### config.mk
export PLATFORM = sky130hd
export DESIGN_NAME = branch_pc_sequencer
export DESIGN_NICKNAME = d
export VERILOG_FILES = /design/src/rtl/branch_pc_sequencer.sv
export SDC_FILE = /design/constraint.sdc
export NUM_CORES = 1
export LEC_CHECK = 0
export BUFFER_PORTS_ARGS = -buffer_cell sky130_fd_sc_hd__clkbuf_2
export CORE_UTILIZATION = 55
export CTS_CLUSTER_DIAMETER = 150
export DETAILED_ROUTE_END_ITERATION = 12
export PLACE_DENSITY = 0.86
export SYNTH_ARGS = -nofsm -noshare
export SYNTH_HDL_FRONTEND = slang
export SYNTH_SLANG_ARGS = --single-unit
### constraint.sdc
create_clock -name clk -period 2.9 [get_ports clk]
set_input_delay 0.29 -clock clk [delete_from_list [all_inputs] [get_ports clk]]
set_output_delay 0.29 -clock clk [all_outputs]
set_load 0.02 [all_outputs]
### src/rtl/branch_pc_sequencer.sv
// rtl/branch_pc_sequencer.sv - LEGv8 PC sequencer with two-state branch resolution
// Decodes B / CBZ / CBNZ / B.cond in RUN and applies the latched decision in RESOLVE.
module branch_pc_sequencer #(
  parameter logic [63:0] RESET_PC = 64'h0,
  parameter int          CNT_W    = 16
) (
  input  logic             clk,
  input  logic             reset_n,
  input  logic             stall,
  input  logic [31:0]      instr,
  input  logic             instr_valid,
  input  logic             rt_zero,
  input  logic [3:0]       flags,
  output logic [63:0]      pc,
  output logic             busy,
  output logic             redirect,
  output logic [CNT_W-1:0] taken_count
);

  typedef enum logic {RUN, RESOLVE} state_t;

  state_t             state_q, state_d;
  logic [63:0]        pc_q, pc_d;
  logic [63:0]        br_pc_q, br_pc_d;
  logic [63:0]        br_off_q, br_off_d;
  logic               br_taken_q, br_taken_d;
  logic               redirect_q, redirect_d;
  logic [CNT_W-1:0]   taken_count_q, taken_count_d;

  logic               is_b, is_cbz, is_cbnz, is_bcond, is_branch;
  logic               cond_true, decision;
  logic [63:0]        off26, off19, offset;
  logic               f_n, f_z, f_c, f_v;
  logic               unused_instr_bit;

  // Bit 4 belongs to the Rt field, which is resolved outside this block via rt_zero.
  assign unused_instr_bit = instr[4];

  assign {f_n, f_z, f_c, f_v} = flags;

  assign is_b      = (instr[31:26] == 6'b000101);
  assign is_cbz    = (instr[31:24] == 8'b10110100);
  assign is_cbnz   = (instr[31:24] == 8'b10110101);
  assign is_bcond  = (instr[31:24] == 8'b01010100);
  assign is_branch = is_b | is_cbz | is_cbnz | is_bcond;

  assign off26  = {{36{instr[25]}}, instr[25:0], 2'b00};
  assign off19  = {{43{instr[23]}}, instr[23:5], 2'b00};
  assign offset = is_b ? off26 : off19;

  always_comb begin
    cond_true = 1'b0;
    case (instr[3:0])
      4'b0000: cond_true = f_z;
      4'b0001: cond_true = !f_z;
      4'b0010: cond_true = f_c;
      4'b0011: cond_true = !f_c;
      4'b0100: cond_true = f_n;
      4'b0101: cond_true = !f_n;
      4'b0110: cond_true = f_v;
      4'b0111: cond_true = !f_v;
      4'b1000: cond_true = f_c & !f_z;
      4'b1001: cond_true = !(f_c & !f_z);
      4'b1010: cond_true = (f_n == f_v);
      4'b1011: cond_true = (f_n != f_v);
      4'b1100: cond_true = !f_z & (f_n == f_v);
      4'b1101: cond_true = !(!f_z & (f_n == f_v));
      default: cond_true = 1'b1;
    endcase
  end

  always_comb begin
    decision = 1'b0;
    if (is_b)          decision = 1'b1;
    else if (is_cbz)   decision = rt_zero;
    else if (is_cbnz)  decision = !rt_zero;
    else if (is_bcond) decision = cond_true;
  end

  always_comb begin
    state_d       = state_q;
    pc_d          = pc_q;
    br_pc_d       = br_pc_q;
    br_off_d      = br_off_q;
    br_taken_d    = br_taken_q;
    redirect_d    = 1'b0;
    taken_count_d = taken_count_q;
    case (state_q)
      RUN: begin
        if (!stall && instr_valid) begin
          if (is_branch) begin
            br_pc_d    = pc_q;
            br_off_d   = offset;
            br_taken_d = decision;
            state_d    = RESOLVE;
          end else begin
            pc_d = pc_q + 64'd4;
          end
        end
      end
      RESOLVE: begin
        if (!stall) begin
          pc_d       = br_taken_q ? (br_pc_q + br_off_q) : (br_pc_q + 64'd4);
          redirect_d = br_taken_q;
          if (br_taken_q && (taken_count_q != {CNT_W{1'b1}}))
            taken_count_d = taken_count_q + {{(CNT_W-1){1'b0}}, 1'b1};
          state_d = RUN;
        end
      end
      default: state_d = RUN;
    endcase
  end

  always_ff @(posedge clk or negedge reset_n) begin
    if (!reset_n) begin
      state_q       <= RUN;
      pc_q          <= RESET_PC;
      br_pc_q       <= 64'h0;
      br_off_q      <= 64'h0;
      br_taken_q    <= 1'b0;
      redirect_q    <= 1'b0;
      taken_count_q <= '0;
    end else begin
      state_q       <= state_d;
      pc_q          <= pc_d;
      br_pc_q       <= br_pc_d;
      br_off_q      <= br_off_d;
      br_taken_q    <= br_taken_d;
      redirect_q    <= redirect_d;
      taken_count_q <= taken_count_d;
    end
  end

  assign pc          = pc_q;
  assign busy        = (state_q == RESOLVE);
  assign redirect    = redirect_q;
  assign taken_count = taken_count_q;

endmodule
[After elaboration in Yosys (flattened, before gate mapping)]
Index checks and enable logic that the tools add are counted.
Storage, ports and cells
  input bits: 41
  logic and storage cells: 72
  register bits after elaboration: 211
Cells by class
  equal/unequal tests: 23
  bitwise gates (word level): 7
  add/sub/neg operators: 4
  reductions and logical operators: 14
  multiplexer cells: 17
Operator list (number)
  2-to-1 mux 64 bit: 5
  adder 64 x 3 -> 64 bit (second input constant): 2
  case mux 64 bit (2 select lines): 1
  adder 64 bit: 1
  equality test 4 bit (second input constant): 6
  adder 16 x 1 -> 16 bit (second input constant): 1
  equality test 4 x 3 -> 1 bit (second input constant): 4
  equality test 8 bit (second input constant): 2
  inequality test 16 bit (second input constant): 1
  case mux 1 bit (14 select lines): 1
  2-to-1 mux 1 bit: 9
  AND reduction 3 bit: 3
  equality test 4 x 2 -> 1 bit (second input constant): 2
  equality test 8 x 7 -> 1 bit (second input constant): 1
  zero test 1 bit: 8
  equality test 6 x 3 -> 1 bit (second input constant): 1
  inequality test 2 bit (second input constant): 3
  equality test 4 x 1 -> 1 bit (second input constant): 1
  zero test 4 bit: 1
  bitwise OR 1 bit: 3
  bitwise AND 1 bit: 2
  logical AND 1 bit: 2
  inverter 1 bit: 2
  case mux 1 bit (2 select lines): 1
  2 further kinds: 2

[Logic depth before layout (Yosys ltp)]
  depth after elaboration: 8
  gate-level depth with buffers: 13
  depth with buffers taken out: 11

[Least setup slack after synthesis]
No wires, ideal clock.
  path kind: reg2reg
  from: reg br_taken_q
  to: reg pc_q[56], in the netlist pc[56]
  buffers on the path: 3
  slack: -0.232 ns
  data required time: 2.776 ns
  arrival: 3.008 ns
  cell stages (with the launch flop): 14
  clock period less this slack: 3.132 ns
  setup time: 0.124 ns
  cell sequence: dfrtp_1 -> clkbuf_1 -> clkbuf_1 -> and2_1 -> ha_1 -> clkbuf_1 -> nand4_1 -> nor4_2 -> o211ai_1 -> a2111oi_4 -> o211ai_1 -> and3_1 -> a21o_1 -> a211o_1
On the way
  cells in the longest elaborated chain, start to end: 3
Ends and longest elaborated chain
  from (decl): RTL line 26  | logic br_taken_q, br_taken_d;
  from (signal assigned): RTL line 128  | br_taken_q <= br_taken_d;
  2-to-1 mux 64 bit: RTL line 103  | pc_d = br_taken_q ? (br_pc_q + br_off_q) : (br_pc_q + 64'd4);
  2-to-1 mux 64 bit: RTL line 102  | if (!stall) begin
  case mux 64 bit (2 select lines): RTL line 88  | case (state_q)
  to (signal assigned): RTL line 125  | pc_q <= pc_d;
  to (decl): RTL line 23  | logic [63:0] pc_q, pc_d;
Every way passes these cells. The select of a mux whose other input is x is not followed.
A chain may end at the register's enable or synchronous reset.

[Worst setup path in the final report]
  from: reg br_off_q[2]
  to: reg pc_q[56], in the netlist pc[56]
On the way
  cells in the longest elaborated chain, start to end: 4
Ends and longest elaborated chain
  from (decl): RTL line 25  | logic [63:0] br_off_q, br_off_d;
  from (signal assigned): RTL line 127  | br_off_q <= br_off_d;
  adder 64 bit: RTL line 103
  2-to-1 mux 64 bit: RTL line 103
  2-to-1 mux 64 bit: RTL line 102
  case mux 64 bit (2 select lines): RTL line 88
Every way passes these cells. The select of a mux whose other input is x is not followed.

==> results by stage <==
Drt:
- After detailed routing, the number of vias per cell comes to 7.00.
- Wires add up to 50800 um.
- The iteration count of the initial detailed-routing pass is 10.
- The DRC violation total after the first TritonRoute iteration is 2203.
- After detailed routing, the average wire length per cell comes to 24.1 um.
- The via count is 14.7k.
- The antenna violation net count after detailed routing is 0.
- In the routed design, unresolved DRC markers number 0.

Floorplanning:
- The top-level port count is 123.
- In this run the standard cell core region covers 22800 sq um.
- In this run the vertical extent of the chip is 155 um.
- The initial standard-cell utilization of the core is 0.563.
- The die footprint is 23900 sq um.
- The floorplan has 55 rows.
- The die boundary width is 155 um.

Power:
- The total leakage power is 7.26 nW.
- The power per unit of standard cell area is 451 nW/um^2.
- VDD sags by at most 0.340 mV.

Worst setup path:
- The sort of element at the end of the critical path is a flop.
- The critical path in this run is classified as reg -> reg.
- The sort of element at the start of the critical path is a flop.
- Data on the critical path arrives at its endpoint at 4.21 ns.
- The depth of the most critical reg-to-reg path is 14.
- The peak fanout along the critical path is 4.
- Data on the critical path is required at its endpoint by 3.25 ns.

Yosys:
- Among all cell types in the netlist, the one instantiated most often is sky130_fd_sc_hd__dfrtp_1.
- The net count of the mapped netlist is 1605.
- The number of synthesized flops with an enable pin is 0.
- In this run the mean area of a mapped cell was 8.35 sq um.
- After synthesis the netlist holds a flip-flop and latch count of 173.
- After synthesis, the cell types taking the most area are sky130_fd_sc_hd__dfrtp_1, sky130_fd_sc_hd__mux2_2, sky130_fd_sc_hd__nand2_1, sky130_fd_sc_hd__xnor2_1, sky130_fd_sc_hd__a21oi_1.
- Counting instances in the post-synthesis netlist gives the leading cell types as sky130_fd_sc_hd__dfrtp_1, sky130_fd_sc_hd__nand2_1, sky130_fd_sc_hd__nor2_1, sky130_fd_sc_hd__a21oi_1, sky130_fd_sc_hd__clkbuf_1.
- During synthesis, Yosys emitted a total of 0 warnings.
- The share of synthesized area in the top cell type comes to 0.337.
- The async set or reset register ratio after synthesis is 1.00.
- The distinct cell type count after synthesis is 88.
- In the synthesized netlist the dominant register cell turns out to be sky130_fd_sc_hd__dfrtp_1.
- The largest area contributor in the synthesized netlist is sky130_fd_sc_hd__dfrtp_1.
- The post-synthesis cell area is 12800 sq um.
- The share of the Yosys chip area taken by registers is 0.337.
- In the synthesized netlist, the number of instances is 1536.

STA:
- Adding up every negative setup slack in the final design gives -21.42 ns.
- Setup violations remaining at the end of the flow were counted as 48.
- Across all hold checks on the routed design, the worst slack comes to 0.0454 ns.
- For the pin with the worst max-slew slack, the measured transition is 0.813 ns.
- The share of the clock period used by the worst path is 1.33.
- The final hold violation count came to 0.
- Setup repair after global routing could not meet its margin everywhere.
- In this run the tightest slew margin relative to its limit is 0.453.
- Timing would allow up to 259 MHz.
- After layout, the minimum clock period comes to 3.86 ns.
- The final count of pins violating max slew was 0.
- Across all setup checks in the final design, the least slack found is -0.958 ns.
- For the final database, setup skew stands at 0.0133 ns.

Layout:
- The final layout net count is 1850.
- The area added between synthesis and finish is 30.8%.
- The share of post-route cells with drive strength above 1 is 0.335.
- Summing all multi-input logic gate instances after layout gives 8970 sq um.
- The sequential cell area is 4330 sq um.
- The filler cell count is 1536.
- The number of antenna diodes is 0.

GRT:
- The number of global-route vias before repair is 13.6k.
- The maximum number of pins on one net before global-route repair is 96.
- In the global route stage, overall resource usage came out at 0.379.
- The number of antenna violations at the first check in global routing is 0.
- Global routing finished with a remaining overflow of 0.
- The first-pass GRT wire length is 71200 um.

Clocking:
- Clock tree synthesis inserted a total of 17 buffers.
- The clock slew at the register clock pins of the worst setup and hold paths is 0.08 ns.
- The H-tree was split into 4 levels.
- The clock latency on the worst-skew pair is 0.48 ns.
- The tree is rooted in a sky130_fd_sc_hd__clkbuf_16.
- The clock sink count is 173.
- The largest buffer count on any clock path is 2.
- The CTS tree is yes.

Flow run:
- The max capacitance violation total is 0.

Hold path:
- The type of the worst min-delay path is in -> reg.
- The cell count of the worst hold path is 3.

Place:
- Input and output buffers added on the ports amount to 122.
- The congestion estimate from routability-driven global placement came to 0.987.
- Once detailed placement completed, the half-perimeter wirelength came to 31100 um.

Outcome:
- The checks that failed: negative setup slack.
- The flow ran to the end, but the final reports show violations.
## final cells by class
class / count / share of cell area
clock inverter: 12 / 0.00880
inverter: 19 / 0.00425
sequential: 173 / 0.258
tap: 313 / 0.0233
timing repair buffer: 338 / 0.144
multi-input combinational: 1232 / 0.535
clock buffer: 20 / 0.0266
## critical path, stage by stage, from the launching register on
cell and delay (ns):
sky130_fd_sc_hd__dfrtp_1 0.40, sky130_fd_sc_hd__nand2b_1 0.20, sky130_fd_sc_hd__ha_4 0.23, sky130_fd_sc_hd__fa_2 0.48, sky130_fd_sc_hd__a211oi_4 0.34, sky130_fd_sc_hd__nor4_4 0.10
sky130_fd_sc_hd__o211ai_1 0.53, sky130_fd_sc_hd__buf_4 0.24, sky130_fd_sc_hd__a2111oi_4 0.06, sky130_fd_sc_hd__buf_4 0.18, sky130_fd_sc_hd__o211ai_1 0.30, sky130_fd_sc_hd__buf_4 0.19
sky130_fd_sc_hd__nand2_4 0.05, sky130_fd_sc_hd__a21o_1 0.16, sky130_fd_sc_hd__a211o_1 0.25
## through the flow
| stage | power [mW] | instances | util | setup WS (ns) | area, sq um |
|---|---|---|---|---|---|
| 4_1_cts | 7.19 | 2096 | 0.707 | -0.186 | 16100 |
| 6_report | 7.57 | 2107 | 0.737 | -0.958 | 16800 |
| 5_1_grt | 7.79 | 2107 | 0.737 | -0.942 | 16800 |
| 2_1_floorplan | 3.98 | 1536 | - | -0.136 | 12900 |
| 3_5_place_dp | 4.70 | 2048 | 0.659 | -0.315 | 15000 |
| 3_3_place_gp | 4.65 | 2048 | 0.659 | -0.260 | 15000 |
## routing by layer
layer,track usage,routed length [um],part of all wire
met1,0.479,18300,0.36
met2,0.591,22000,0.43
met3,0.0897,6370,0.13
met4,0.227,4120,0.081
met5,0,0,0
## timing repair
| item | 4_1_cts | 5_1_grt |
|---|---|---|
| hold buffers | 1 | 0 |
| endpoints found under the hold margin | 173 | 0 |
| setup buffers | 16 | 15 |
| endpoints found under the setup margin | 37 | 46 |
| pin swaps | 37 | 70 |
| resized for setup | 72 | 112 |
## layout by cell type (no fill, tap or decap), drive strengths merged, types with 27 or more instances in the layout
master	netlist	final
a21oi	99	99
a31oi	33	33
and2	43	43
and3	50	50
buf	29	216
clkbuf	83	141
dfrtp	173	173
ha	27	27
mux2	72	72
nand2	169	169
nand3	60	60
nand4	33	33
nor2	132	132
nor3	53	53
o21ai	64	64
o22ai	28	28
xnor2	69	69
## power breakdown
part	leakage, nW	total [mW]	internal (mW)	switching, mW
Combinational	4.79	2.24	1.01	1.23
Sequential	2.18	2.90	2.59	0.310
Clock	0.290	2.44	1.32	1.12
## state kept, by name (all words and copies together) (netlist names)
signal / cells
br_pc_q: 64
taken_count: 16
busy: 1
redirect: 1
br_off_q: 26
br_taken_q: 1
pc: 64
## logic make-up (layout without fill, tap and decap cells)
family	after synthesis	after routing	share of synthesized area
AND/OR/NAND/NOR	614	614	0.236
AO/OA/AOI/OAI	414	414	0.220
flip-flops	173	173	0.337
buffers and inverters	131	389	0.0413
multiplexers	92	92	0.0798
XOR/XNOR	83	83	0.0567
adder cells (fa/ha/maj)	29	29	0.0287
## worst paths after layout
kind	end	from	slack, ns
min reg2reg	pc[0]	br_pc_q[0]	0.47
max in group asynchronous	br_taken_q	reset_n	2.01
max	pc[56]	br_off_q[2]	-0.96
max reg2reg	pc[56]	br_off_q[2]	-0.96
min in group asynchronous	pc[0]	reset_n	0.18
min	br_off_q[6]	instr[4]	0.05
No activity file was read; power rests on OpenSTA's default activity.
